$ cat src/rtl/clock_time_counter.sv
// clock_time_counter: six BCD time-of-day digits (h10 h1 m10 m1 s10 s1) with
// an internal carry chain, 24 h or 12 h (AM/PM) format, keypad-style digit
// load and up/down adjust with range checking, and a midnight day_pulse.
// Optional feature: define CLOCK_DAY_OF_WEEK_EN to add a day-of-week output
// (dow) that advances on every day_pulse and is selectable as set_digit 7.
module clock_time_counter #(
    parameter int HOUR_MODE = 24,
    parameter int RESET_PM  = 0
) (
    input  logic       CLKk,
    input  logic       RST,
    input  logic       tick,
    input  logic       set_en,
    input  logic [2:0] set_digit,
    input  logic [3:0] set_value,
    input  logic       set_load,
    input  logic       up,
    input  logic       down,
    output logic [3:0] h10,
    output logic [3:0] h1,
    output logic [3:0] m10,
    output logic [3:0] m1,
    output logic [3:0] s10,
    output logic [3:0] s1,
    output logic       pm,
    output logic       day_pulse,
    output logic       set_err
`ifdef CLOCK_DAY_OF_WEEK_EN
    ,
    output logic [2:0] dow
`endif
);

    // HOUR_MODE is expected to be 12 or 24; anything other than 12 builds a 24 h clock.
    localparam bit         IS12    = (HOUR_MODE == 12);
    localparam logic [3:0] H10_MAX = IS12 ? 4'd1 : 4'd2;
    localparam logic [3:0] RST_H10 = IS12 ? 4'd1 : 4'd0;
    localparam logic [3:0] RST_H1  = IS12 ? 4'd2 : 4'd0;
    localparam logic       RST_PM  = IS12 && (RESET_PM != 0);

    // Smallest legal hour-units digit for a given hour-tens digit.
    function automatic logic [3:0] h1_min(input logic [3:0] tens);
        return (IS12 && tens == 4'd0) ? 4'd1 : 4'd0;
    endfunction

    // Largest legal hour-units digit for a given hour-tens digit.
    function automatic logic [3:0] h1_max(input logic [3:0] tens);
        if (IS12) return (tens == 4'd0) ? 4'd9 : 4'd2;
        else      return (tens == 4'd2) ? 4'd3 : 4'd9;
    endfunction

    logic [3:0] n_h10, n_h1, n_m10, n_m1, n_s10, n_s1;
    logic       n_pm, n_day, n_err;
    logic [3:0] sel_cur, sel_min, sel_max, new_val;
    logic       sel_num, wr;
`ifdef CLOCK_DAY_OF_WEEK_EN
    logic [2:0] n_dow;
`endif

    // Current value and legal range of the digit picked by set_digit.
    always_comb begin
        sel_cur = 4'd0;
        sel_min = 4'd0;
        sel_max = 4'd0;
        sel_num = 1'b1;
        case (set_digit)
            3'd0: begin sel_cur = h10; sel_max = H10_MAX; end
            3'd1: begin sel_cur = h1; sel_min = h1_min(h10); sel_max = h1_max(h10); end
            3'd2: begin sel_cur = m10; sel_max = 4'd5; end
            3'd3: begin sel_cur = m1; sel_max = 4'd9; end
            3'd4: begin sel_cur = s10; sel_max = 4'd5; end
            3'd5: begin sel_cur = s1; sel_max = 4'd9; end
`ifdef CLOCK_DAY_OF_WEEK_EN
            3'd7: begin sel_cur = {1'b0, dow}; sel_max = 4'd6; end
`endif
            default: sel_num = 1'b0;
        endcase
    end

    // Next time value: set-mode edits take precedence, otherwise a tick runs the full carry chain.
    always_comb begin
        n_h10   = h10;
        n_h1    = h1;
        n_m10   = m10;
        n_m1    = m1;
        n_s10   = s10;
        n_s1    = s1;
        n_pm    = pm;
        n_day   = 1'b0;
        n_err   = 1'b0;
        new_val = sel_cur;
        wr      = 1'b0;
`ifdef CLOCK_DAY_OF_WEEK_EN
        n_dow   = dow;
`endif
        if (set_en) begin
            if (set_load) begin
                if (set_digit == 3'd6) begin
                    if (IS12) n_pm = set_value[0];
                    else      n_err = 1'b1;
                end else if (sel_num && set_value >= sel_min && set_value <= sel_max) begin
                    new_val = set_value;
                    wr      = 1'b1;
                end else begin
                    n_err = 1'b1;
                end
            end else if (up != down) begin
                if (set_digit == 3'd6) begin
                    if (IS12) n_pm = ~pm;
                    else      n_err = 1'b1;
                end else if (sel_num) begin
                    wr = 1'b1;
                    if (up) new_val = (sel_cur >= sel_max) ? sel_min : sel_cur + 4'd1;
                    else    new_val = (sel_cur <= sel_min) ? sel_max : sel_cur - 4'd1;
                end else begin
                    n_err = 1'b1;
                end
            end
            if (wr) begin
                case (set_digit)
                    3'd0: begin
                        n_h10 = new_val;
                        if (h1 < h1_min(new_val) || h1 > h1_max(new_val)) n_h1 = h1_min(new_val);
                    end
                    3'd1: n_h1  = new_val;
                    3'd2: n_m10 = new_val;
                    3'd3: n_m1  = new_val;
                    3'd4: n_s10 = new_val;
                    3'd5: n_s1  = new_val;
`ifdef CLOCK_DAY_OF_WEEK_EN
                    3'd7: n_dow = new_val[2:0];
`endif
                    default: ;
                endcase
            end
        end else if (tick) begin
            if (s1 != 4'd9) n_s1 = s1 + 4'd1;
            else begin
                n_s1 = 4'd0;
                if (s10 != 4'd5) n_s10 = s10 + 4'd1;
                else begin
                    n_s10 = 4'd0;
                    if (m1 != 4'd9) n_m1 = m1 + 4'd1;
                    else begin
                        n_m1 = 4'd0;
                        if (m10 != 4'd5) n_m10 = m10 + 4'd1;
                        else begin
                            n_m10 = 4'd0;
                            if (IS12) begin
                                if (h10 == 4'd1 && h1 == 4'd2) begin
                                    n_h10 = 4'd0;
                                    n_h1  = 4'd1;
                                end else if (h10 == 4'd1 && h1 == 4'd1) begin
                                    n_h1  = 4'd2;
                                    n_pm  = ~pm;
                                    n_day = pm;
                                end else if (h1 == 4'd9) begin
                                    n_h10 = 4'd1;
                                    n_h1  = 4'd0;
                                end else begin
                                    n_h1 = h1 + 4'd1;
                                end
                            end else begin
                                if (h10 == 4'd2 && h1 == 4'd3) begin
                                    n_h10 = 4'd0;
                                    n_h1  = 4'd0;
                                    n_day = 1'b1;
                                end else if (h1 == 4'd9) begin
                                    n_h10 = h10 + 4'd1;
                                    n_h1  = 4'd0;
                                end else begin
                                    n_h1 = h1 + 4'd1;
                                end
                            end
                        end
                    end
                end
            end
`ifdef CLOCK_DAY_OF_WEEK_EN
            if (n_day) n_dow = (dow == 3'd6) ? 3'd0 : dow + 3'd1;
`endif
        end
    end

    // Time, flag and pulse registers with asynchronous return to the power-on time.
    always_ff @(posedge CLKk or posedge RST) begin
        if (RST) begin
            h10       <= RST_H10;
            h1        <= RST_H1;
            m10       <= 4'd0;
            m1        <= 4'd0;
            s10       <= 4'd0;
            s1        <= 4'd0;
            pm        <= RST_PM;
            day_pulse <= 1'b0;
            set_err   <= 1'b0;
`ifdef CLOCK_DAY_OF_WEEK_EN
            dow       <= 3'd0;
`endif
        end else begin
            h10       <= n_h10;
            h1        <= n_h1;
            m10       <= n_m10;
            m1        <= n_m1;
            s10       <= n_s10;
            s1        <= n_s1;
            pm        <= n_pm;
            day_pulse <= n_day;
            set_err   <= n_err;
`ifdef CLOCK_DAY_OF_WEEK_EN
            dow       <= n_dow;
`endif
        end
    end

endmodule

$ cat config.mk
export PLATFORM = sky130hd
export DESIGN_NAME = clock_time_counter
export DESIGN_NICKNAME = d
export VERILOG_FILES = /design/src/rtl/clock_time_counter.sv
export SDC_FILE = /design/constraint.sdc
export NUM_CORES = 1
export LEC_CHECK = 0
export BUFFER_PORTS_ARGS = -buffer_cell sky130_fd_sc_hd__clkbuf_2
export CORE_MARGIN = 1.5
export CORE_UTILIZATION = 40
export CTS_BUF_LIST = sky130_fd_sc_hd__clkbuf_16
export CTS_CLUSTER_DIAMETER = 80
export DETAILED_ROUTE_END_ITERATION = 10
export HOLD_SLACK_MARGIN = 0.08
export PLACE_DENSITY = 0.57
export SETUP_SLACK_MARGIN = 0.1
export SLEW_MARGIN = 15
export SYNTH_ARGS = -nofsm -noshare
export SYNTH_HDL_FRONTEND = slang
export SYNTH_SLANG_ARGS = --single-unit
$ cat constraint.sdc
create_clock -name CLKk -period 6.37 [get_ports CLKk]
set_input_delay 0.637 -clock CLKk [delete_from_list [all_inputs] [get_ports CLKk]]
set_output_delay 0.637 -clock CLKk [all_outputs]
set_load 0.01 [all_outputs]
# After elaboration in Yosys (flattened, before gate mapping)

Cells that the tools add are included.

Flip-flop bits (word level): 26
Bits in latches: 0
RAM bits: 0
Memory bits (read-only): 0
Logic and storage cells: 151
Memories: 0

Add/subtract/negate cells: 8
$mul: 0
Divide/modulo/power cells: 0
Order comparisons: 6
Equality and inequality tests: 27
Shift operators: 0
Muxes and demuxes: 86
Bitwise logic cells: 0
Reductions and logical operators: 16

Operators by type and width:

| cell                                                                             | count |
|---|---|
| 4-bit two-way mux                                                                | 61 |
| 4-bit by 1-bit adder with 4-bit output, second input constant                    | 7 |
| 4-bit case mux with 6 select lines                                               | 1 |
| 1-bit two-way mux                                                                | 22 |
| 4-bit case mux with 4 select lines                                               | 1 |
| 8-bit AND reduction                                                              | 2 |
| 4-bit by 2-bit == test with 1-bit output, second input constant                  | 3 |
| 2-bit by 1-bit != test with 1-bit output, second input constant                  | 6 |
| 3-bit == test, second input constant                                             | 3 |
| 2-bit != test, second input constant                                             | 4 |
| 4-bit by 3-bit != test with 1-bit output, second input constant                  | 2 |
| 4-bit != test, second input constant                                             | 2 |
| 4-bit case mux with 2 select lines                                               | 1 |
| 3-bit by 2-bit == test with 1-bit output, second input constant                  | 2 |
| 6-bit AND reduction                                                              | 1 |
| 6-bit OR reduction                                                               | 1 |
| 5-bit AND reduction                                                              | 1 |
| 4-bit == test, second input constant                                             | 1 |
| 4-bit by 1-bit >= comparator with 1-bit output, second input constant            | 1 |
| 4-bit >= comparator                                                              | 1 |
| 4-bit greater-than comparator                                                    | 1 |
| 4-bit by 1-bit less-or-equal comparator with 1-bit output, second input constant | 1 |
| 4-bit less-or-equal comparator                                                   | 1 |
| 4-bit by 1-bit < comparator with 1-bit output, second input constant             | 1 |
| other kinds (13)                                                                 | 16 |

# Logic depth before layout (Yosys ltp)

Word-level depth: 22
Gate-level depth with buffers: 22
Depth with buffers taken out: 22

# Worst setup path before layout

OpenSTA, ideal clock, no wires.

Path kind: input to register
From: input set_digit[0]
To: register h1[0]
Arrival time: 4.674 ns
Slack: 1.609 ns
Cell stages on the path: 21
Buffers on the path: 2
Path through: buf_6 -> buf_2 -> mux2_2 -> a222oi_1 -> nor2_1 -> inv_1 -> ha_1 -> nand2b_1 -> a21oi_1 -> a221oi_1 -> a221oi_4 -> a41oi_2 -> o31a_1 -> and4b_1 -> ha_1 -> a31oi_1 -> o22ai_1 -> a21oi_1 -> o21ai_1 -> or3_1 -> o211ai_1

Longest elaborated chain between the ends: 20
Elaborated cells between the ends (all ways): 51

RTL lines:

| item                                                                             | line | source |
|---|---|---|
| start, declared                                                                  | 14   | `input logic [2:0] set_digit,` |
| 3-bit == test / 3-bit by 2-bit == test with 1-bit output (equally long branches) | 66   | `case (set_digit)` |
| 2-bit OR reduction (no line)                                                     | n/a  |  |
| 4-bit case mux with 4 select lines                                               | 66   |  |
| 4-bit >= comparator                                                              | 113  | `if (up) new_val = (sel_cur >= sel_max) ? sel_min : sel_cur + 4'd1;` |
| 4-bit two-way mux (2 in a row)                                                   | 113  |  |
| 4-bit two-way mux                                                                | 111  | `end else if (sel_num) begin` |
| 4-bit two-way mux                                                                | 108  | `if (set_digit == 3'd6) begin` |
| 4-bit two-way mux                                                                | 107  | `end else if (up != down) begin` |
| [... 3 more ...]                                                                 | n/a  |  |
| 4-bit two-way mux                                                                | 49   | `else return (tens == 4'd2) ? 4'd3 : 4'd9;` |
| 4-bit two-way mux                                                                | 120  | `case (set_digit)` |
| 4-bit two-way mux                                                                | 119  | `if (wr) begin` |
| 4-bit two-way mux                                                                | 96   | `if (set_en) begin` |
| 4-bit greater-than comparator                                                    | 123  | `if (h1 < h1_min(new_val) \|\| h1 > h1_max(new_val)) n_h1 = h1_min(new_val);` |
| 1-bit logical OR                                                                 | 123  |  |
| 3-bit != test (no line)                                                          | n/a  |  |
| 8-bit AND reduction (no line)                                                    | n/a  |  |
| end signal, assigned                                                             | 202  | `h1 <= n_h1;` |
| end, declared                                                                    | 20   | `output logic [3:0] h1,` |

Several ways; a longest one is shown, not always the timed one. The select of a mux whose other input is x is not followed.
A chain may end at the register's enable or synchronous reset.

# Worst setup path in the final report

Ends and elaborated chain as after synthesis.

==> qor.yml <==
holdWs_ns: 0.445
cpMaxStageDelayCell: "a222oi_1"
grt_util_all_layers_pct: 23.1
cp_max_fo: 19
status: "complete, no violations"
worst_slew_pin_slew_ns: 0.977
yosysTopAreaCellShare_pct: 23.1
cp_num_buf_inv: 2
routabilityCongestion: 0.879
fin_ws_ns: 0.973
critical-path-top-delay-family: "compound AO/OA/AOI/OAI gates"
synth_compound_area_share_pct: 29.4
yosys.area_share.xor_xnor_pct: 1.24
insertion_delay_ns: 0.27
irDropWorstVdd_uv: 207
drc: 0
grt_start_max_net_pins: 38
die_area_sq_mm: 0.00756
yosys.area.top_type: "dfrtp_1"
ant_nets: 0
fmax_ghz: 0.185
numPortBuffers: 39
total_power_uw: 931
pwr-share-comb_pct: 46.2
finClkSkew_ns: 0.00506
synth_area_leaders: "dfrtp_1 23%, ha_1 7.5%, nor2_1 4.4%, nand2_1 4.3%, o21ai_0 3.5%"
grt_pass1_vias: 2662
min_path_type: "in -> async"
r2r_slack_ns: 1.02
post_cts_resized: 0
core_sq_mm: 0.00679
start_kind: "input port"
io_pins: 41
routed_wl_mm: 8.28
intPower_uw: 525
cts_made_buffers: 3
avgViaCountPerCell: 5.93
synth_top_family_by_area: "compound AO/OA/AOI/OAI gates"
async_reset_ff_share_pct: 100
seqPwrFrac_pct: 33.4
ys_types: 74
swShare_pct: 43.6
cp.required_ns: 6.55
die_w_microns: 87.0
synth_seq_area_share_pct: 23.1
relSlewSlack_pct: 34.5
avgSynthCellArea_sq_um: 8.10
drv_slew: 0
synth_fa_ha_area_share_pct: 7.54
crit_path_max_incr_delay_ns: 0.52
ctsHoldBuffers: 0
clk_transition_reported_paths_ns: 0.07
synth_simple_gate_area_share_pct: 24.8
root_buffer: "clkbuf_16"
crit_chain: "clkbuf_2, mux2_2, a222oi_1, nor2_1, inv_1, ha_1, nand2b_1, a21oi_1, a221oi_1, a221oi_4, a41oi_2, o31a_1, and4b_1, ha_1, a31oi_1, o22ai_1, a21oi_1, o21ai_1, or3_1, o211ai_1"
row_count: 30
synth_ff_type: "dfrtp_1"
powerDensity_mw_per_mm2: 293
crit_path_end_kind: "flip-flop"
dr_total_vias: 2801
r2r-start: "h10[0]$_DFFE_PP0P_"
dp_slack_ns: 0.796
yosys_warnings: 0
final_util_pct: 46.8
netlist_instances: 348
synth.most_common_cell: "nor2_1"
first_pass_iters: 4
synth_nets: 379
synth-seq-cells: 26
period_share_pct: 84.7
start_util_pct: 41.5
rsz0062_at_grt: "no"
drt-initial-drc-count: 181
critical_path_class: "in -> reg"
dp_hpwl_mm: 6.07
p_leak_uw: 0.00133
switchingPower_uw: 406
cts_buffer_depth: 2
die_y_microns: 87.0
fillerInstances: 705
synth_area_sq_mm: 0.00282
muxShareOfSynthArea_pct: 7.81
antenna_found_initial: 0
drive_above_1_share_pct: 19.7
period_minus_slack_ns: 5.40
area_growth_syn_to_layout_pct: 12.8
cp.arrival_ns: 5.58
nNetsFinal: 408
maxCapViolations: 0
wl_per_cell_microns: 17.5
setup_tns_ns: 0
finalSetupViolCount: 0
overflow: 0
num_antenna_cells: 0
synth_edf_count: 0
clkPwrFrac_pct: 20.4
post_cts_buffers: 0
cp-startpoint: "set_digit[0]"
clock-sinks: 26
htree_num_levels: 1
finalHoldViolations: 0
synth_commonest_cells: "33 x nor2_1, 32 x nand2_1, 26 x dfrtp_1"
grt_pass1_wl_mm: 13.8
cts_tree: "built"
==> final timing paths <==
path,endpoint,depth (start not counted)
worst max-delay path,h1[0]$_DFFE_PP0P_,20
worst min-delay path,s1[3]$_DFFE_PP0P_,2
worst max register to register,h1[0]$_DFFE_PP0P_,19
worst min register to register,m1[3]$_DFFE_PP0P_,2
max in group asynchronous,day_pulse$_DFF_PP0_,2
min in group CLKk,m1[3]$_DFFE_PP0P_,2
==> state kept, by name, indices dropped and copies added, names as in the netlist <==
signal     count
set_err        1
h1             4
s1             4
s10            4
m10            4
day_pulse      1
m1             4
h10            4
==> power by group through the flow <==
stage	Combinational (uW)	Sequential (uW)	Clock (uW)
6_report	430	311	190
5_1_grt	479	324	203
4_1_cts	430	309	196
3_5_place_dp	426	314	0
3_3_place_gp	425	312	0
2_1_floorplan	284	302	0
==> per-stage QoR <==
stage                     cell area [sq um]  std cells
after floorplan                        2820        348
after global placement                 3080        468
after detailed placement               3080        468
after CTS                              3180        472
after global routing                   3180        472
final                                  3180        472
==> final cells by class <==
type                    count  area, sq um  share of cell area (%)
flip-flops and latches     26          651                    20.5
clock buffers               3         75.1                    2.36
inverters                  21         78.8                    2.48
clock inverters             1         30.0                   0.944
repair buffers             43          225                    7.08
well taps                  96          120                    3.78
multi-input cells         282         2000                    62.9
==> per-layer routing <==
metal | track usage [%] | up-vias | routed length (microns)
li1 | - | 1389 | -
met5 | 0 | - | 0
met1 | 32.8 | 1342 | 3980
met4 | 4.99 | 0 | 63
met3 | 3.03 | 8 | 453
met2 | 37.3 | 62 | 3790
==> layout by cell type (no fill, tap or decap), drive strengths merged, types with 3 or more instances in the layout <==
master	instances
clkbuf	42
nor2	34
nand2	32
dfrtp	26
o21ai	21
inv	19
ha	17
a21oi	16
nand2b	12
o211ai	9
mux2	9
nand3	8
o31ai	7
mux2i	7
nand4	6
or4	6
nor3	6
a221oi	6
or3	5
nor2b	5
a31oi	5
o221ai	4
buf	4
a211oi	4
xnor2	3
a22oi	3
o22ai	3
a2111oi	3
==> logic make-up (layout without fill, tap and decap cells) <==
group	count (synthesis)	in the layout
AO/OA/AOI/OAI	108	108
XOR/XNOR	4	4
adder cells (fa/ha/maj)	17	17
buffers and inverters	40	68
flip-flops	26	26
multiplexers	18	18
other	1	1
AND/OR/NAND/NOR	134	134
(Power assumes the default switching activity.)
